==> config.mk <==
export PLATFORM = sky130hd
export DESIGN_NAME = divider32_seq
export DESIGN_NICKNAME = d
export VERILOG_FILES = /design/src/rtl/divider_pkg.sv /design/src/rtl/div_step.sv /design/src/rtl/divider32_seq.sv
export SDC_FILE = /design/constraint.sdc
export NUM_CORES = 1
export LEC_CHECK = 0
export BUFFER_PORTS_ARGS = -buffer_cell sky130_fd_sc_hd__buf_4
export CAP_MARGIN = 20
export CORE_UTILIZATION = 25
export DETAILED_ROUTE_END_ITERATION = 16
export RECOVER_POWER = 25
export SLEW_MARGIN = 15
export SYNTH_ARGS = -nofsm -noshare
export SYNTH_HDL_FRONTEND = slang
export SYNTH_SLANG_ARGS = --single-unit
==> constraint.sdc <==
create_clock -name clk -period 8.2 [get_ports clk]
set_clock_uncertainty 0.1 [all_clocks]
set_input_delay 1.64 -clock clk [delete_from_list [all_inputs] [get_ports clk]]
set_output_delay 1.64 -clock clk [all_outputs]
set_load 0.1 [all_outputs]
==> src/rtl/divider_pkg.sv <==
// Shared types and constants for the sequential restoring divider.
package divider_pkg;

  localparam int unsigned DIV_WIDTH = 32;
  localparam int unsigned DIV_CNT_W = $clog2(DIV_WIDTH);

  // Quotient reported when the divisor is zero
  localparam logic [DIV_WIDTH-1:0] DIV_DZ_QUOT = '1;

  typedef enum logic [1:0] {
    IDLE,
    RUN,
    FIN
  } div_state_e;

endpackage

==> src/rtl/div_step.sv <==
// One restoring-division step: shift in a dividend bit, trial-subtract the
// divisor, keep the difference or restore.
module div_step
  import divider_pkg::*;
#(
  parameter int unsigned WIDTH = DIV_WIDTH
) (
  input  logic [WIDTH:0]   rem_in,
  input  logic             dvd_bit,
  input  logic [WIDTH-1:0] divisor,
  output logic [WIDTH:0]   rem_out,
  output logic             q_bit
);

  logic [WIDTH:0] shifted;
  logic [WIDTH:0] diff;

  // The incoming remainder is always below the divisor, so WIDTH+1 bits hold
  // the shifted value and diff[WIDTH] is a true borrow.
  always_comb begin
    shifted = (WIDTH+1)'({rem_in, dvd_bit});
    diff    = shifted - {1'b0, divisor};
    q_bit   = ~diff[WIDTH];
    rem_out = q_bit ? diff : shifted;
  end

endmodule

==> src/rtl/divider32_seq.sv <==
// Multi-cycle restoring divider with start/busy/done handshake.
// Optional macro DIVIDER_SIGNED_EN selects two's complement (div) operation;
// without it operands are unsigned (divu).
module divider32_seq
  import divider_pkg::*;
#(
  parameter int unsigned WIDTH = DIV_WIDTH
) (
  input  logic             clk,
  input  logic             reset,
  input  logic             start,
  input  logic [WIDTH-1:0] dividend,
  input  logic [WIDTH-1:0] divisor,
  output logic             busy,
  output logic             done,
  output logic [WIDTH-1:0] quotient,
  output logic [WIDTH-1:0] remainder,
  output logic             div_by_zero
);

  localparam int unsigned CW = (WIDTH == DIV_WIDTH) ? DIV_CNT_W : $clog2(WIDTH);
  localparam logic [CW-1:0] LAST_STEP = CW'(WIDTH - 1);

  div_state_e       state_q, state_d;
  logic [CW-1:0]    cnt_q, cnt_d;
  logic [WIDTH:0]   rem_q, rem_d;
  logic [WIDTH-1:0] dvd_q, dvd_d;
  logic [WIDTH-1:0] dvs_q, dvs_d;
  logic [WIDTH-1:0] quot_q, quot_d;
  logic [WIDTH-1:0] remo_q, remo_d;
  logic             dbz_q, dbz_d;
  logic             qneg_q, qneg_d;
  logic             rneg_q, rneg_d;

  logic [WIDTH:0]   step_rem;
  logic             step_q;
  logic [WIDTH-1:0] a_mag, b_mag;
  logic [WIDTH-1:0] q_raw, r_raw;
  logic [WIDTH-1:0] q_fix, r_fix;
  logic             a_neg, b_neg;

  div_step #(.WIDTH(WIDTH)) u_step (
    .rem_in  (rem_q),
    .dvd_bit (dvd_q[WIDTH-1]),
    .divisor (dvs_q),
    .rem_out (step_rem),
    .q_bit   (step_q)
  );

  // Final step results: quotient bits accumulate in the dividend shift register
  assign q_raw = {dvd_q[WIDTH-2:0], step_q};
  assign r_raw = step_rem[WIDTH-1:0];

`ifdef DIVIDER_SIGNED_EN
  assign a_neg = dividend[WIDTH-1];
  assign b_neg = divisor[WIDTH-1];
  assign a_mag = a_neg ? -dividend : dividend;
  assign b_mag = b_neg ? -divisor : divisor;
  assign q_fix = qneg_q ? -q_raw : q_raw;
  assign r_fix = rneg_q ? -r_raw : r_raw;
`else
  assign a_neg = 1'b0;
  assign b_neg = 1'b0;
  assign a_mag = dividend;
  assign b_mag = divisor;
  assign q_fix = q_raw;
  assign r_fix = r_raw;
`endif

  // Next-state, datapath and result update
  always_comb begin
    state_d = state_q;
    cnt_d   = cnt_q;
    rem_d   = rem_q;
    dvd_d   = dvd_q;
    dvs_d   = dvs_q;
    quot_d  = quot_q;
    remo_d  = remo_q;
    dbz_d   = dbz_q;
    qneg_d  = qneg_q;
    rneg_d  = rneg_q;
    case (state_q)
      IDLE, FIN: begin
        if (start) begin
          dvd_d  = a_mag;
          dvs_d  = b_mag;
          rem_d  = '0;
          cnt_d  = '0;
          qneg_d = a_neg ^ b_neg;
          rneg_d = a_neg;
          if (divisor == '0) begin
            state_d = FIN;
            quot_d  = '1;
            remo_d  = dividend;
            dbz_d   = 1'b1;
          end else begin
            state_d = RUN;
          end
        end else if (state_q == FIN) begin
          state_d = IDLE;
        end
      end
      RUN: begin
        rem_d = step_rem;
        dvd_d = q_raw;
        cnt_d = cnt_q + 1'b1;
        if (cnt_q == LAST_STEP) begin
          state_d = FIN;
          quot_d  = q_fix;
          remo_d  = r_fix;
          dbz_d   = 1'b0;
        end
      end
      default: state_d = IDLE;
    endcase
  end

  // State register
  always_ff @(posedge clk or posedge reset) begin
    if (reset) state_q <= IDLE;
    else       state_q <= state_d;
  end

  // Datapath and result registers
  always_ff @(posedge clk or posedge reset) begin
    if (reset) begin
      cnt_q  <= '0;
      rem_q  <= '0;
      dvd_q  <= '0;
      dvs_q  <= '0;
      quot_q <= '0;
      remo_q <= '0;
      dbz_q  <= 1'b0;
      qneg_q <= 1'b0;
      rneg_q <= 1'b0;
    end else begin
      cnt_q  <= cnt_d;
      rem_q  <= rem_d;
      dvd_q  <= dvd_d;
      dvs_q  <= dvs_d;
      quot_q <= quot_d;
      remo_q <= remo_d;
      dbz_q  <= dbz_d;
      qneg_q <= qneg_d;
      rneg_q <= rneg_d;
    end
  end

  assign busy        = (state_q == RUN);
  assign done        = (state_q == FIN);
  assign quotient    = quot_q;
  assign remainder   = remo_q;
  assign div_by_zero = dbz_q;

endmodule

After elaboration in Yosys (flattened, before gate mapping):

Index checks and enable logic that the tools add are counted.

* bits in registers: 168
* input bits: 67
* output and inout port bits: 67
* logic and storage cells: 50

* add/subtract/negate cells: 2
* equality and inequality tests: 7
* muxes and demuxes: 24
* bitwise logic cells: 1
* reductions and logical operators: 8

Operators with widths (count)
* 2-to-1 mux 32 bit: 9
* case mux 32 bit (2 select lines): 4
* subtractor 33 x 32 -> 33 bit: 1
* zero test 32 bit: 1
* case mux 5 bit (2 select lines): 1
* 2-to-1 mux 2 bit: 4
* AND reduction 2 bit: 3
* adder 5 x 1 -> 5 bit (second input constant): 1
* == test 5 bit (second input constant): 1
* 2-to-1 mux 5 bit: 1
* != test 2 bit (second input constant): 2
* case mux 2 bit (2 select lines): 1
* AND reduction 4 bit: 1
* 2-to-1 mux 1 bit: 3
* != test 3 bit (second input constant): 1
* == test 2 x 1 -> 1 bit (second input constant): 1
* == test 2 bit (second input constant): 1
* zero test 2 bit: 1
* != test 2 x 1 -> 1 bit (second input constant): 1
* case mux 1 bit (2 select lines): 1
* nonzero test 2 bit: 1
* OR reduction 2 bit: 1
* inverter 1 bit: 1

Longest topological paths before layout:

Gate-level depths: netlist (run 1).

* depth in word-level cells: 4
* mapped depth: 15
* depth with buffers taken out: 13

Hierarchy:

From an unflattened synthesis (run 1), not the netlist that was laid out.

* cells, all modules: 1065
* area total of the unflattened synthesis: 9564.2 um^2

By module, submodules not included
* divider32_seq: times used 1, cells an instance 709, area each 7103.1 um^2, sequential area each 4229.1 um^2
* div_step: times used 1, cells an instance 356, area each 2461.1 um^2, sequential area each 0.0 um^2

Worst setup path before layout (run 1):

No wires, ideal clock.

* path kind: in2reg
* from: input port divisor[0]
* to: register remo_q[17], in the netlist remainder[17]
* library setup time: 0.079 ns
* arrival: 3.461 ns
* data required time: 8.021 ns
* slack: 4.560 ns
* cell stages on the path: 9
* buffers on the path: 2
* cells stage by stage: nor4_1 > nand2_1 > nor3_1 > a21oi_1 > inv_1 > clkbuf_1 > clkbuf_1 > o22ai_1 > a21oi_1

* longest elaborated chain between the ends: 3

RTL lines
* start: declaration: RTL line divider32_seq.sv:13 `input logic [WIDTH-1:0] divisor,`
* zero test 32 bit: RTL line divider32_seq.sv:91 `if (divisor == '0) begin`
* != test 2 bit (no source line)
* AND reduction 4 bit (no source line)
* end signal: assignment: RTL line divider32_seq.sv:142 `remo_q <= remo_d;`
* end: declaration: RTL line divider32_seq.sv:30 `logic [WIDTH-1:0] remo_q, remo_d;`

No other way between the ends.
A chain may end at the register's enable or synchronous reset.

==> impl_metrics.xml, run 1 <==
<?xml version="1.0" encoding="UTF-8"?>
<metrics>
  <group name="outcome">
    <metric name="outcome" unit="">finished with violations</metric>
    <metric name="failed_checks" unit="">max-capacitance violations, max-slew violations</metric>
  </group>
  <group name="clock_network">
    <metric name="tritoncts.num_buffers" unit="">17</metric>
    <metric name="cts_num_sinks" unit="">168</metric>
    <metric name="cts-root-buf" unit="">sky130_fd_sc_hd__clkbuf_16</metric>
    <metric name="cts_max_path_buffers" unit="">2</metric>
    <metric name="tritoncts" unit="">yes</metric>
    <metric name="postCtsSetupRepairBufs" unit="">0</metric>
    <metric name="cts.clk_slew.worst_paths" unit="ns">0.07</metric>
    <metric name="post_cts_resized" unit="">0</metric>
    <metric name="cts-htree-levels" unit="">4</metric>
    <metric name="cts_hold_buf" unit="">0</metric>
    <metric name="worstSkewPairLatency" unit="ns">0.44</metric>
  </group>
  <group name="min_path">
    <metric name="worst_hold_path_type" unit="">flop to flop</metric>
    <metric name="worst_min_delay_path_startpoint" unit="">cnt_q[3]$_DFFE_PP0P_</metric>
    <metric name="hold-path-cell-count" unit="">1</metric>
    <metric name="hold_critical_path_endpoint" unit="">cnt_q[3]$_DFFE_PP0P_</metric>
  </group>
  <group name="floorplanning">
    <metric name="core_area" unit="mm²">0.0346</metric>
    <metric name="io-pin-count" unit="">134</metric>
    <metric name="fp.dieArea" unit="mm²">0.0361</metric>
    <metric name="num_rows" unit="">68</metric>
    <metric name="dieHeight" unit="µm">190</metric>
    <metric name="dieWidth" unit="µm">190</metric>
    <metric name="initial_core_utilization" unit="%">25.5</metric>
  </group>
  <group name="timing">
    <metric name="timing.final.crit_share" unit="%">53.8</metric>
    <metric name="fmaxAchievable" unit="GHz">0.227</metric>
    <metric name="final-hold-violation-count" unit="">0</metric>
    <metric name="slew_headroom" unit="%">-164</metric>
    <metric name="report.final.setup_viol" unit="">0</metric>
    <metric name="grt_setup_unrepaired" unit="">false</metric>
    <metric name="worst_slew_pin_slew" unit="ns">3.93</metric>
    <metric name="fin_setup_tns" unit="ns">0</metric>
    <metric name="final-max-slew-violation-count" unit="">158</metric>
    <metric name="fin_crit" unit="ns">4.41</metric>
  </group>
  <group name="final_layout">
    <metric name="area_growth" unit="%">22.0</metric>
    <metric name="layout_common_cells" unit="">172 x sky130_fd_sc_hd__nand2_1, 168 x sky130_fd_sc_hd__dfrtp_1, 139 x sky130_fd_sc_hd__buf_4</metric>
    <metric name="mostFrequentLayoutCell" unit="">sky130_fd_sc_hd__nand2_1</metric>
    <metric name="finalNetCount" unit="">1213</metric>
    <metric name="inserted_diodes" unit="">0</metric>
    <metric name="layout-drive-gt1-share" unit="%">16.6</metric>
  </group>
  <group name="yosys">
    <metric name="synth_nets" unit="">1111</metric>
    <metric name="synth_largest_area_cell" unit="">sky130_fd_sc_hd__dfrtp_1</metric>
    <metric name="synth_cell_type_count" unit="">61</metric>
    <metric name="synth_top_area_share" unit="%">47.6</metric>
    <metric name="syn_area" unit="mm²">0.00883</metric>
    <metric name="ys_dominant_reg_cell" unit="">sky130_fd_sc_hd__dfrtp_1</metric>
    <metric name="synth_sequential_area_ratio" unit="%">47.6</metric>
    <metric name="ys_ff_latch" unit="">168</metric>
    <metric name="synth_edf_count" unit="">0</metric>
    <metric name="avgSynthCellArea" unit="µm²">8.75</metric>
    <metric name="post_synth_inst_count" unit="">1009</metric>
    <metric name="asyncSetResetFlopFracSynth" unit="%">100</metric>
    <metric name="synth.top_cells.by_area" unit="">sky130_fd_sc_hd__dfrtp_1 48%, sky130_fd_sc_hd__nand2_1 7.3%, sky130_fd_sc_hd__a21oi_1 5.1%, sky130_fd_sc_hd__o21ai_0 5.1%, sky130_fd_sc_hd__ha_1 4.8%</metric>
    <metric name="yosys_warnings" unit="">0</metric>
  </group>
  <group name="setup_path">
    <metric name="critical_path_required" unit="ns">8.61</metric>
    <metric name="crit-reg2reg-launch" unit="">dvd_q[31]$_DFFE_PP0P_</metric>
    <metric name="critical_path.max_fanout" unit="">84</metric>
    <metric name="timing.reg2reg.worst_path_depth" unit="">13</metric>
    <metric name="regToRegSetupSlack" unit="ns">4.07</metric>
    <metric name="r2r-end" unit="">remainder[22]$_DFFE_PP0P_</metric>
    <metric name="critPathKind" unit="">input port to asynchronous set/reset pin</metric>
    <metric name="critical_path.startpoint_type" unit="">input port</metric>
    <metric name="arrival" unit="ns">4.82</metric>
    <metric name="critical_path.endpoint_type" unit="">asynchronous set/reset pin</metric>
  </group>
  <group name="drt">
    <metric name="post-route-drc-count" unit="">0</metric>
    <metric name="detail_route.wl_per_cell" unit="µm">17.2</metric>
    <metric name="drt_first_iter_violations" unit="">561</metric>
    <metric name="via_count" unit="">7720</metric>
    <metric name="via_per_inst" unit="">4.89</metric>
    <metric name="drt_pass1_iterations" unit="">5</metric>
    <metric name="routed_wirelength" unit="µm">27200</metric>
    <metric name="number_of_routed_nets_with_antenna_violations" unit="">0</metric>
  </group>
  <group name="global_route">
    <metric name="antenna_found_initial" unit="">0</metric>
    <metric name="grt_first_pass_wirelength" unit="µm">42800</metric>
    <metric name="grt_util_all_layers" unit="%">15.4</metric>
    <metric name="pin_count_of_the_biggest_net_entering_global_routing" unit="">98</metric>
    <metric name="gr-total-overflow" unit="">0</metric>
    <metric name="grt_pass1_vias" unit="">7325</metric>
  </group>
  <group name="flow_run">
    <metric name="max_cap_violations" unit="">3</metric>
  </group>
  <group name="placement">
    <metric name="gp_routability_congestion" unit="">0.857</metric>
    <metric name="io_buf_count" unit="">133</metric>
    <metric name="detailedPlacementHpwl" unit="µm">20000</metric>
  </group>
</metrics>
## sequential cells by signal, summed over array words and instances, names as in the netlist
signal / flops
remainder: 32
dvs_q: 32
rem_q: 32
dvd_q: 32
div_by_zero: 1
quotient: 32
cnt_q: 5
state_q: 2
## through the flow
stage | hold slack [ns] | util, % | std cells | worst slack, ns | area, µm²
3_3_place_gp | 0.372 | 29.6 | 1547 | 2.95 | 10200
3_5_place_dp | 0.382 | 29.6 | 1547 | 3.26 | 10200
4_1_cts | 0.402 | 31.2 | 1579 | 3.73 | 10800
5_1_grt | 0.423 | 31.1 | 1579 | 3.11 | 10800
2_1_floorplan | 0.349 | - | 1009 | 1.91 | 8830
6_report | 0.400 | 31.1 | 1579 | 3.79 | 10800
## cells in the mapped netlist, drive strengths merged (5+ instances only)
cell and number:
a21o 13, o22ai 7, or3 5, nand4 7, buf 16, ha 34
nor2 97, dfrtp 168, nor4 10, o21ai 102, and3 26, xor2 11
nand3 17, inv 45, nor2b 7, mux2i 20, nor3 7, a21oi 90
a31oi 39, nand2 172, clkbuf 44, xnor2 13
## critical path: stages
cell and delay [ns]:
sky130_fd_sc_hd__clkbuf_4 0.11, sky130_fd_sc_hd__clkinvlp_2 2.18, sky130_fd_sc_hd__buf_4 0.80
## final cells by class
class	instances	area [µm²]
clock buffer	18	429
clock inverter	14	123
fill	3660	23900
inverter	46	174
multi-input combinational	735	4210
sequential	168	4200
tap	455	569
timing repair buffer	143	1060
## routing by layer
metal  up-vias  track usage, %  share of wire, %
li1       3741               -                 -
met1      3737            22.9                50
met2       217            22.7                44
met3        25            2.34               4.5
met4         0            4.81               1.6
met5         -               0                 0
## worst max-delay path by stage
stage / from / end / slack (ns)
after floorplan: reset / cnt_q[0]$_DFFE_PP0P_ / 1.91
after global placement: divisor[24] / remainder[23]$_DFFE_PP0P_ / 2.95
after detailed placement: divisor[24] / remainder[12]$_DFFE_PP0P_ / 3.26
after CTS: divisor[24] / remainder[12]$_DFFE_PP0P_ / 3.73
after global routing: reset / dvd_q[5]$_DFFE_PP0P_ / 3.11
final: reset / quotient[6]$_DFFE_PP0P_ / 3.79
## cell families (layout without fill, tap and decap cells)
group / after synthesis / in the layout / share of synthesized area [%]
compound gates: 295 / 295 / 19.9
xor+xnor: 24 / 24 / 2.38
fa+ha+maj: 35 / 35 / 5.05
buf+inv: 106 / 221 / 4.89
flops: 168 / 168 / 47.6
mux: 23 / 23 / 2.69
simple gates: 358 / 358 / 17.5
Power of run 1 is not shown: default switching activity piles up to over one toggle a cycle in this logic, so the estimate is an artifact.
==> run 2: changes to the inputs <==
- ABC_AREA: unset -> 1
- clock period: 8.2 -> 4 ns (I/O delays scaled with it)
==> run 2 against run 1 <==
Net effect:
- the flow still finishes with violations (max-capacitance violations, max-slew violations)
- setup slack worse by 2.6 ns
- core utilization down 0.74 points
- synthesized cell count up 48%
- wire length up 23%
- sequential share of layout area down 6.2 points
- synthesized area up 22%
- non-clock buffer count unchanged
- hold slack worse by 0.025 ns
- via count up 23%
- cell count up 37%
- cell area up 19%
- largest cell class unchanged
- highest routed layer unchanged
==> impl_metrics.xml, run 2 <==
<?xml version="1.0" encoding="UTF-8"?>
<metrics>
  <group name="floorplanning">
    <metric name="dieHeight" unit="µm">210</metric>
    <metric name="core_area" unit="mm²">0.0422</metric>
    <metric name="io-pin-count" unit="">134</metric>
    <metric name="num_rows" unit="">75</metric>
    <metric name="initial_core_utilization" unit="%">25.5</metric>
    <metric name="dieWidth" unit="µm">210</metric>
    <metric name="fp.dieArea" unit="mm²">0.0440</metric>
  </group>
  <group name="timing">
    <metric name="fmaxAchievable" unit="GHz">0.354</metric>
    <metric name="final-max-slew-violation-count" unit="">32</metric>
    <metric name="grt_setup_unrepaired" unit="">false</metric>
    <metric name="worst_slew_pin_slew" unit="ns">1.60</metric>
    <metric name="report.final.setup_viol" unit="">0</metric>
    <metric name="fin_setup_tns" unit="ns">0</metric>
    <metric name="slew_headroom" unit="%">-7.07</metric>
    <metric name="timing.final.crit_share" unit="%">70.7</metric>
    <metric name="hold_ws" unit="ns">0.375</metric>
    <metric name="fin_crit" unit="ns">2.83</metric>
    <metric name="final-hold-violation-count" unit="">0</metric>
    <metric name="postLayoutSetupSlackWorst" unit="ns">1.17</metric>
  </group>
  <group name="drt">
    <metric name="drt_first_iter_violations" unit="">524</metric>
    <metric name="post-route-drc-count" unit="">0</metric>
    <metric name="via_count" unit="">9483</metric>
    <metric name="number_of_routed_nets_with_antenna_violations" unit="">0</metric>
    <metric name="detail_route.wl_per_cell" unit="µm">15.4</metric>
    <metric name="routed_wirelength" unit="µm">33300</metric>
    <metric name="via_per_inst" unit="">4.40</metric>
    <metric name="drt_pass1_iterations" unit="">6</metric>
  </group>
  <group name="final_layout">
    <metric name="layout-drive-gt1-share" unit="%">17.9</metric>
    <metric name="multiInputGateArea" unit="mm²">0.00530</metric>
    <metric name="mostFrequentLayoutCell" unit="">sky130_fd_sc_hd__nand2_1</metric>
    <metric name="layoutNonFillerInstCount" unit="">2157</metric>
    <metric name="inserted_diodes" unit="">0</metric>
    <metric name="layout_common_cells" unit="">489 x sky130_fd_sc_hd__nand2_1, 233 x sky130_fd_sc_hd__inv_1, 168 x sky130_fd_sc_hd__dfrtp_1</metric>
    <metric name="finalNetCount" unit="">1707</metric>
    <metric name="ff_latch_area" unit="mm²">0.00420</metric>
    <metric name="area_growth" unit="%">18.9</metric>
    <metric name="fillerInstances" unit="">4601</metric>
  </group>
  <group name="setup_path">
    <metric name="crit_path_cell_trace" unit="">buf_4 &gt; nand2_1 &gt; clkbuf_2 &gt; nand2_1 &gt; inv_1 &gt; buf_4 &gt; nand2_1 &gt; nand3_1</metric>
    <metric name="cpPeakStageDelay" unit="ns">0.88</metric>
    <metric name="arrival" unit="ns">3.10</metric>
    <metric name="critical_path_required" unit="ns">4.28</metric>
    <metric name="timing.reg2reg.worst_path_depth" unit="">8</metric>
    <metric name="critPathKind" unit="">input port to flop</metric>
    <metric name="critical_path.endpoint_type" unit="">flop</metric>
    <metric name="critical_path.max_fanout" unit="">67</metric>
    <metric name="crit-reg2reg-launch" unit="">state_q[0]$_DFFE_PP0P_</metric>
    <metric name="r2r-end" unit="">rem_q[24]$_DFFE_PP0P_</metric>
    <metric name="crit_path_top_delay_cell" unit="">sky130_fd_sc_hd__clkbuf_2</metric>
    <metric name="critical_path.startpoint_type" unit="">input port</metric>
    <metric name="critical-path-top-cell-by-count" unit="">sky130_fd_sc_hd__nand2_1</metric>
    <metric name="regToRegSetupSlack" unit="ns">1.18</metric>
  </group>
  <group name="yosys">
    <metric name="synth_edf_count" unit="">0</metric>
    <metric name="synth.top_cells.by_count" unit="">490 x sky130_fd_sc_hd__nand2_1, 233 x sky130_fd_sc_hd__inv_1, 168 x sky130_fd_sc_hd__dfrtp_1</metric>
    <metric name="ys_ff_latch" unit="">168</metric>
    <metric name="syn_area" unit="mm²">0.0108</metric>
    <metric name="ys_dominant_reg_cell" unit="">sky130_fd_sc_hd__dfrtp_1</metric>
    <metric name="synth_top_area_share" unit="%">39.0</metric>
    <metric name="synth_nets" unit="">1600</metric>
    <metric name="avgSynthCellArea" unit="µm²">7.20</metric>
    <metric name="asyncSetResetFlopFracSynth" unit="%">100</metric>
    <metric name="synth_cell_type_count" unit="">40</metric>
    <metric name="synth.top_cells.by_area" unit="">sky130_fd_sc_hd__dfrtp_1 39%, sky130_fd_sc_hd__nand2_1 17%, sky130_fd_sc_hd__inv_1 8.1%, sky130_fd_sc_hd__nand3_2 5.8%, sky130_fd_sc_hd__nand3_1 4.2%</metric>
    <metric name="synth.most_common_cell" unit="">sky130_fd_sc_hd__nand2_1</metric>
    <metric name="post_synth_inst_count" unit="">1498</metric>
    <metric name="yosys_warnings" unit="">0</metric>
    <metric name="synth_sequential_area_ratio" unit="%">39.0</metric>
    <metric name="synth_largest_area_cell" unit="">sky130_fd_sc_hd__dfrtp_1</metric>
  </group>
  <group name="clock_network">
    <metric name="cts_hold_buf" unit="">0</metric>
    <metric name="worstSkewPairLatency" unit="ns">0.46</metric>
    <metric name="postCtsSetupRepairBufs" unit="">0</metric>
    <metric name="cts_max_path_buffers" unit="">2</metric>
    <metric name="cts-htree-levels" unit="">4</metric>
    <metric name="cts-root-buf" unit="">sky130_fd_sc_hd__clkbuf_16</metric>
    <metric name="tritoncts" unit="">yes</metric>
    <metric name="tritoncts.num_buffers" unit="">17</metric>
    <metric name="post_cts_resized" unit="">0</metric>
    <metric name="cts.clk_slew.worst_paths" unit="ns">0.07</metric>
    <metric name="cts_num_sinks" unit="">168</metric>
  </group>
  <group name="min_path">
    <metric name="worst_min_delay_path_startpoint" unit="">cnt_q[3]$_DFFE_PP0P_</metric>
    <metric name="hold_critical_path_endpoint" unit="">cnt_q[3]$_DFFE_PP0P_</metric>
    <metric name="hold-path-cell-count" unit="">1</metric>
    <metric name="worst_hold_path_type" unit="">flop to flop</metric>
  </group>
  <group name="placement">
    <metric name="detailedPlacementHpwl" unit="µm">25700</metric>
    <metric name="post-place-ws" unit="ns">0.798</metric>
    <metric name="placedCellCount" unit="">2125</metric>
    <metric name="gp_routability_congestion" unit="">0.916</metric>
    <metric name="io_buf_count" unit="">133</metric>
  </group>
  <group name="global_route">
    <metric name="grt_util_all_layers" unit="%">15.4</metric>
    <metric name="pin_count_of_the_biggest_net_entering_global_routing" unit="">84</metric>
    <metric name="gr-total-overflow" unit="">0</metric>
    <metric name="grt_first_pass_wirelength" unit="µm">51700</metric>
    <metric name="antenna_found_initial" unit="">1</metric>
    <metric name="grt_pass1_vias" unit="">9057</metric>
  </group>
  <group name="flow_run">
    <metric name="max_cap_violations" unit="">1</metric>
  </group>
  <group name="outcome">
    <metric name="outcome" unit="">finished with violations</metric>
    <metric name="failed_checks" unit="">max-capacitance violations, max-slew violations</metric>
  </group>
</metrics>
run 2: critical path, delay by kind of cell:
kind / cells / cell delay, ns
simple gates: 4 / 0.73
buf+inv: 4 / 1.54
run 2: kinds of logic (layout without fill, tap and decap cells):
logic type      after synthesis  after routing  share of synthesized area [%]
simple gates                824            824                           36.2
fa+ha+maj                    35             35                           4.13
flops                       168            168                           39.0
xor+xnor                     15             15                           1.22
compound gates              151            151                           7.54
buf+inv                     305            425                           11.9
run 2: cell type report:
| cell class | instances | share of cell area [%] |
|---|---|---|
| Timing Repair Buffer | 143 | 8.55 |
| Inverter | 250 | 7.37 |
| Clock inverter | 13 | 1.17 |
| Multi-Input combinational cell | 1025 | 41.3 |
| Tap cell | 539 | 5.26 |
| Sequential cell | 168 | 32.8 |
| Clock buffer | 19 | 3.53 |
run 2: through the flow:
stage | utilization [%] | instance area [µm²]
6_report | 30.4 | 12800
5_1_grt | 30.4 | 12800
2_1_floorplan | - | 10800
3_5_place_dp | 29.0 | 12200
3_3_place_gp | 29.0 | 12200
4_1_cts | 30.4 | 12800
run 2: worst max-delay path by stage:
stage	startpoint	end	slack, ns	cells past startpoint
2_1_floorplan	reset	cnt_q[0]$_DFFE_PP0P_	0.96	1
3_3_place_gp	divisor[15]	remainder[13]$_DFFE_PP0P_	0.81	14
3_5_place_dp	divisor[14]	remainder[13]$_DFFE_PP0P_	0.80	14
4_1_cts	divisor[14]	remainder[25]$_DFFE_PP0P_	1.27	13
5_1_grt	state_q[0]$_DFFE_PP0P_	rem_q[12]$_DFFE_PP0P_	0.76	8
6_report	start	rem_q[24]$_DFFE_PP0P_	1.17	8
run 2: metal layers:
layer	wire, µm	global-route usage (%)
met1	15700	20.7
met2	16100	25.9
met3	1260	2.78
met4	326	3.20
met5	0	0
Power of run 2 is left out for the same reason.
==> run 3: changes to the inputs <==
- clock period: 4 -> 2.8 ns (I/O delays scaled with it)
==> run 3 against run 2 <==
Net effect:
- the run now ends clean
- first-iteration DRC count up 14%
- register-to-register slack worse by 1.1 ns
- sequential share of layout area shrank 0.34 points
- via count increased by 1.9%
- non-clock buffer count increased by 12
- critical path depth up 9
- cell count rose by 0.65%
- setup slack lost 1.1 ns
- hold slack lost 0.26 ns
- wire length grew 0.22%
- core utilization up 0.31 points
- global-route usage decreased by 0.14 points
- critical endpoint is now remainder[23]$_DFFE_PP0P_
==> impl_metrics.xml, run 3 (synthesis gave the netlist of run 2 again) <==
<?xml version="1.0" encoding="UTF-8"?>
<metrics>
  <group name="outcome">
    <metric name="outcome" unit="">completed</metric>
  </group>
  <group name="placement">
    <metric name="io_buf_count" unit="">133</metric>
    <metric name="detailedPlacementHpwl" unit="µm">26000</metric>
    <metric name="placedCellCount" unit="">2137</metric>
    <metric name="gp_routability_congestion" unit="">0.929</metric>
  </group>
  <group name="global_route">
    <metric name="antenna_found_initial" unit="">1</metric>
    <metric name="grt_util_all_layers" unit="%">15.3</metric>
    <metric name="grt_first_pass_wirelength" unit="µm">52000</metric>
    <metric name="grt_pass1_vias" unit="">9352</metric>
    <metric name="pin_count_of_the_biggest_net_entering_global_routing" unit="">81</metric>
    <metric name="gr-total-overflow" unit="">0</metric>
  </group>
  <group name="timing">
    <metric name="grt_setup_unrepaired" unit="">true</metric>
    <metric name="timing.final.crit_share" unit="%">96.0</metric>
    <metric name="slew_headroom" unit="%">14.4</metric>
    <metric name="fmaxAchievable" unit="GHz">0.372</metric>
    <metric name="worst_slew_pin_slew" unit="ns">1.28</metric>
    <metric name="report.final.setup_viol" unit="">0</metric>
    <metric name="final-max-slew-violation-count" unit="">0</metric>
    <metric name="final-hold-violation-count" unit="">0</metric>
    <metric name="fin_crit" unit="ns">2.69</metric>
  </group>
  <group name="setup_path">
    <metric name="critical_path.max_fanout" unit="">16</metric>
    <metric name="critPathKind" unit="">flop to flop</metric>
    <metric name="arrival" unit="ns">2.98</metric>
    <metric name="crit_path_cell_trace" unit="">inv_1 &gt; ha_1 &gt; inv_1 &gt; fa_1 &gt; nand2_1 &gt; nand2_2 &gt; nand3_2 &gt; nand2_4 &gt; nand2_4 &gt; nand2_4 &gt; nand2_4 &gt; nand3_2 &gt; nand2_8 &gt; nand3_1 &gt; nand3_1 &gt; nand2_1 &gt; inv_1</metric>
    <metric name="critical_path.endpoint_type" unit="">flop</metric>
    <metric name="critical_path_required" unit="ns">3.09</metric>
    <metric name="critical_path.startpoint_type" unit="">flop</metric>
    <metric name="origin_of_the_worst_setup_path" unit="">dvd_q[31]$_DFFE_PP0P_</metric>
    <metric name="crit_path_top_delay_cell" unit="">sky130_fd_sc_hd__fa_1</metric>
    <metric name="timing.critical_path.max_delay_family" unit="">simple AND/OR/NAND/NOR gates</metric>
    <metric name="critical-path-top-cell-by-count" unit="">sky130_fd_sc_hd__nand2_4</metric>
    <metric name="worstPathBufferInverterCount" unit="">3</metric>
    <metric name="crit-reg2reg-launch" unit="">dvd_q[31]$_DFFE_PP0P_</metric>
    <metric name="cpPeakStageDelay" unit="ns">0.40</metric>
  </group>
  <group name="drt">
    <metric name="via_count" unit="">9661</metric>
    <metric name="detail_route.wl_per_cell" unit="µm">15.4</metric>
    <metric name="via_per_inst" unit="">4.45</metric>
    <metric name="drt_pass1_iterations" unit="">5</metric>
    <metric name="post-route-drc-count" unit="">0</metric>
    <metric name="routed_wirelength" unit="µm">33400</metric>
    <metric name="number_of_routed_nets_with_antenna_violations" unit="">0</metric>
    <metric name="drt_first_iter_violations" unit="">598</metric>
  </group>
  <group name="floorplanning">
    <metric name="dieHeight" unit="µm">210</metric>
    <metric name="io-pin-count" unit="">134</metric>
    <metric name="core_area" unit="mm²">0.0422</metric>
    <metric name="initial_core_utilization" unit="%">25.5</metric>
    <metric name="fp.dieArea" unit="mm²">0.0440</metric>
    <metric name="num_rows" unit="">75</metric>
    <metric name="dieWidth" unit="µm">210</metric>
  </group>
  <group name="final_layout">
    <metric name="mostFrequentLayoutCell" unit="">sky130_fd_sc_hd__nand2_1</metric>
    <metric name="layout-drive-gt1-share" unit="%">18.7</metric>
    <metric name="layout_common_cells" unit="">488 x sky130_fd_sc_hd__nand2_1, 232 x sky130_fd_sc_hd__inv_1, 168 x sky130_fd_sc_hd__dfrtp_1</metric>
    <metric name="layoutNonFillerInstCount" unit="">2171</metric>
    <metric name="area_growth" unit="%">20.2</metric>
    <metric name="finalNetCount" unit="">1721</metric>
    <metric name="inserted_diodes" unit="">0</metric>
  </group>
  <group name="clock_network">
    <metric name="cts-root-buf" unit="">sky130_fd_sc_hd__clkbuf_16</metric>
    <metric name="tritoncts" unit="">yes</metric>
    <metric name="postCtsSetupRepairBufs" unit="">0</metric>
    <metric name="cts_num_sinks" unit="">168</metric>
    <metric name="worstSkewPairLatency" unit="ns">0.45</metric>
    <metric name="cts.clk_slew.worst_paths" unit="ns">0.07</metric>
    <metric name="cts-htree-levels" unit="">4</metric>
    <metric name="tritoncts.num_buffers" unit="">17</metric>
    <metric name="cts_max_path_buffers" unit="">2</metric>
  </group>
  <group name="min_path">
    <metric name="worst_hold_path_type" unit="">input port to asynchronous set/reset pin</metric>
  </group>
  <group name="flow_run">
    <metric name="max_cap_violations" unit="">0</metric>
  </group>
</metrics>
run 3: changes by cell type in the layout (fill, tap and decap cells not counted), sizes merged:
cell,change
buf,+11
clkinvlp,+4
inv,-4
clkbuf,+2
nand2,+2
clkinv,-1
run 3: what timing repair did:
item,4_1_cts,5_1_grt
endpoints found under the setup margin,0,18
hold buffers,0,0
gates resized for setup,0,3
run 3: worst paths after layout:
kind | end | slack, ns | cells past startpoint
min | dvd_q[9]$_DFFE_PP0P_ | 0.11 | 2
min in group clk | dvd_q[0]$_DFFE_PP0P_ | 0.29 | 3
max reg2reg | remainder[23]$_DFFE_PP0P_ | 0.11 | 17
max in group asynchronous | dvs_q[23]$_DFFE_PP0P_ | 0.80 | 3
max | remainder[23]$_DFFE_PP0P_ | 0.11 | 17
min reg2reg | cnt_q[3]$_DFFE_PP0P_ | 0.38 | 1
run 3: layout make-up:
class,instances,area (µm²)
flip-flops and latches,168,4200
repair buffers,155,1210
well taps,539,674
clock buffers,20,457
fillers,4619,29300
multi-input cells,1027,5350
inverters,250,945
clock inverters,12,119
run 3: metrics by stage:
stage	hold WS (ns)	area [µm²]	setup TNS [ns]	setup slack, ns	utilization (%)
floorplan	0.340	10800	-0.124	-0.000740	-
global placement	0.357	12400	0	0.135	29.3
detailed placement	0.366	12400	0	0.0715	29.3
CTS	0.0191	12900	0	0.111	30.6
global route	0.159	13000	-0.138	-0.0328	30.7
finish	0.112	13000	0	0.112	30.7
run 3: per-layer routing:
layer	up-vias	global-route usage (%)	wire length (µm)
li1	4880	-	-
met1	4553	20.5	15500
met5	-	0	0
met2	201	25.3	16000
met3	27	2.50	1430
met4	0	4.33	552
run 3: worst reg2reg max path, cell delays in order (launching register included):
cell and delay, ns:
sky130_fd_sc_hd__dfrtp_1 0.39, sky130_fd_sc_hd__inv_1 0.09, sky130_fd_sc_hd__ha_1 0.15, sky130_fd_sc_hd__inv_1 0.07, sky130_fd_sc_hd__fa_1 0.40, sky130_fd_sc_hd__nand2_1 0.09, sky130_fd_sc_hd__nand2_2 0.08, sky130_fd_sc_hd__nand3_2 0.10
sky130_fd_sc_hd__nand2_4 0.09, sky130_fd_sc_hd__nand2_4 0.07, sky130_fd_sc_hd__nand2_4 0.05, sky130_fd_sc_hd__nand2_4 0.09, sky130_fd_sc_hd__nand3_2 0.19, sky130_fd_sc_hd__nand2_8 0.25, sky130_fd_sc_hd__nand3_1 0.18, sky130_fd_sc_hd__nand3_1 0.14
sky130_fd_sc_hd__nand2_1 0.05, sky130_fd_sc_hd__inv_1 0.04
Power of run 3 is left out for the same reason.
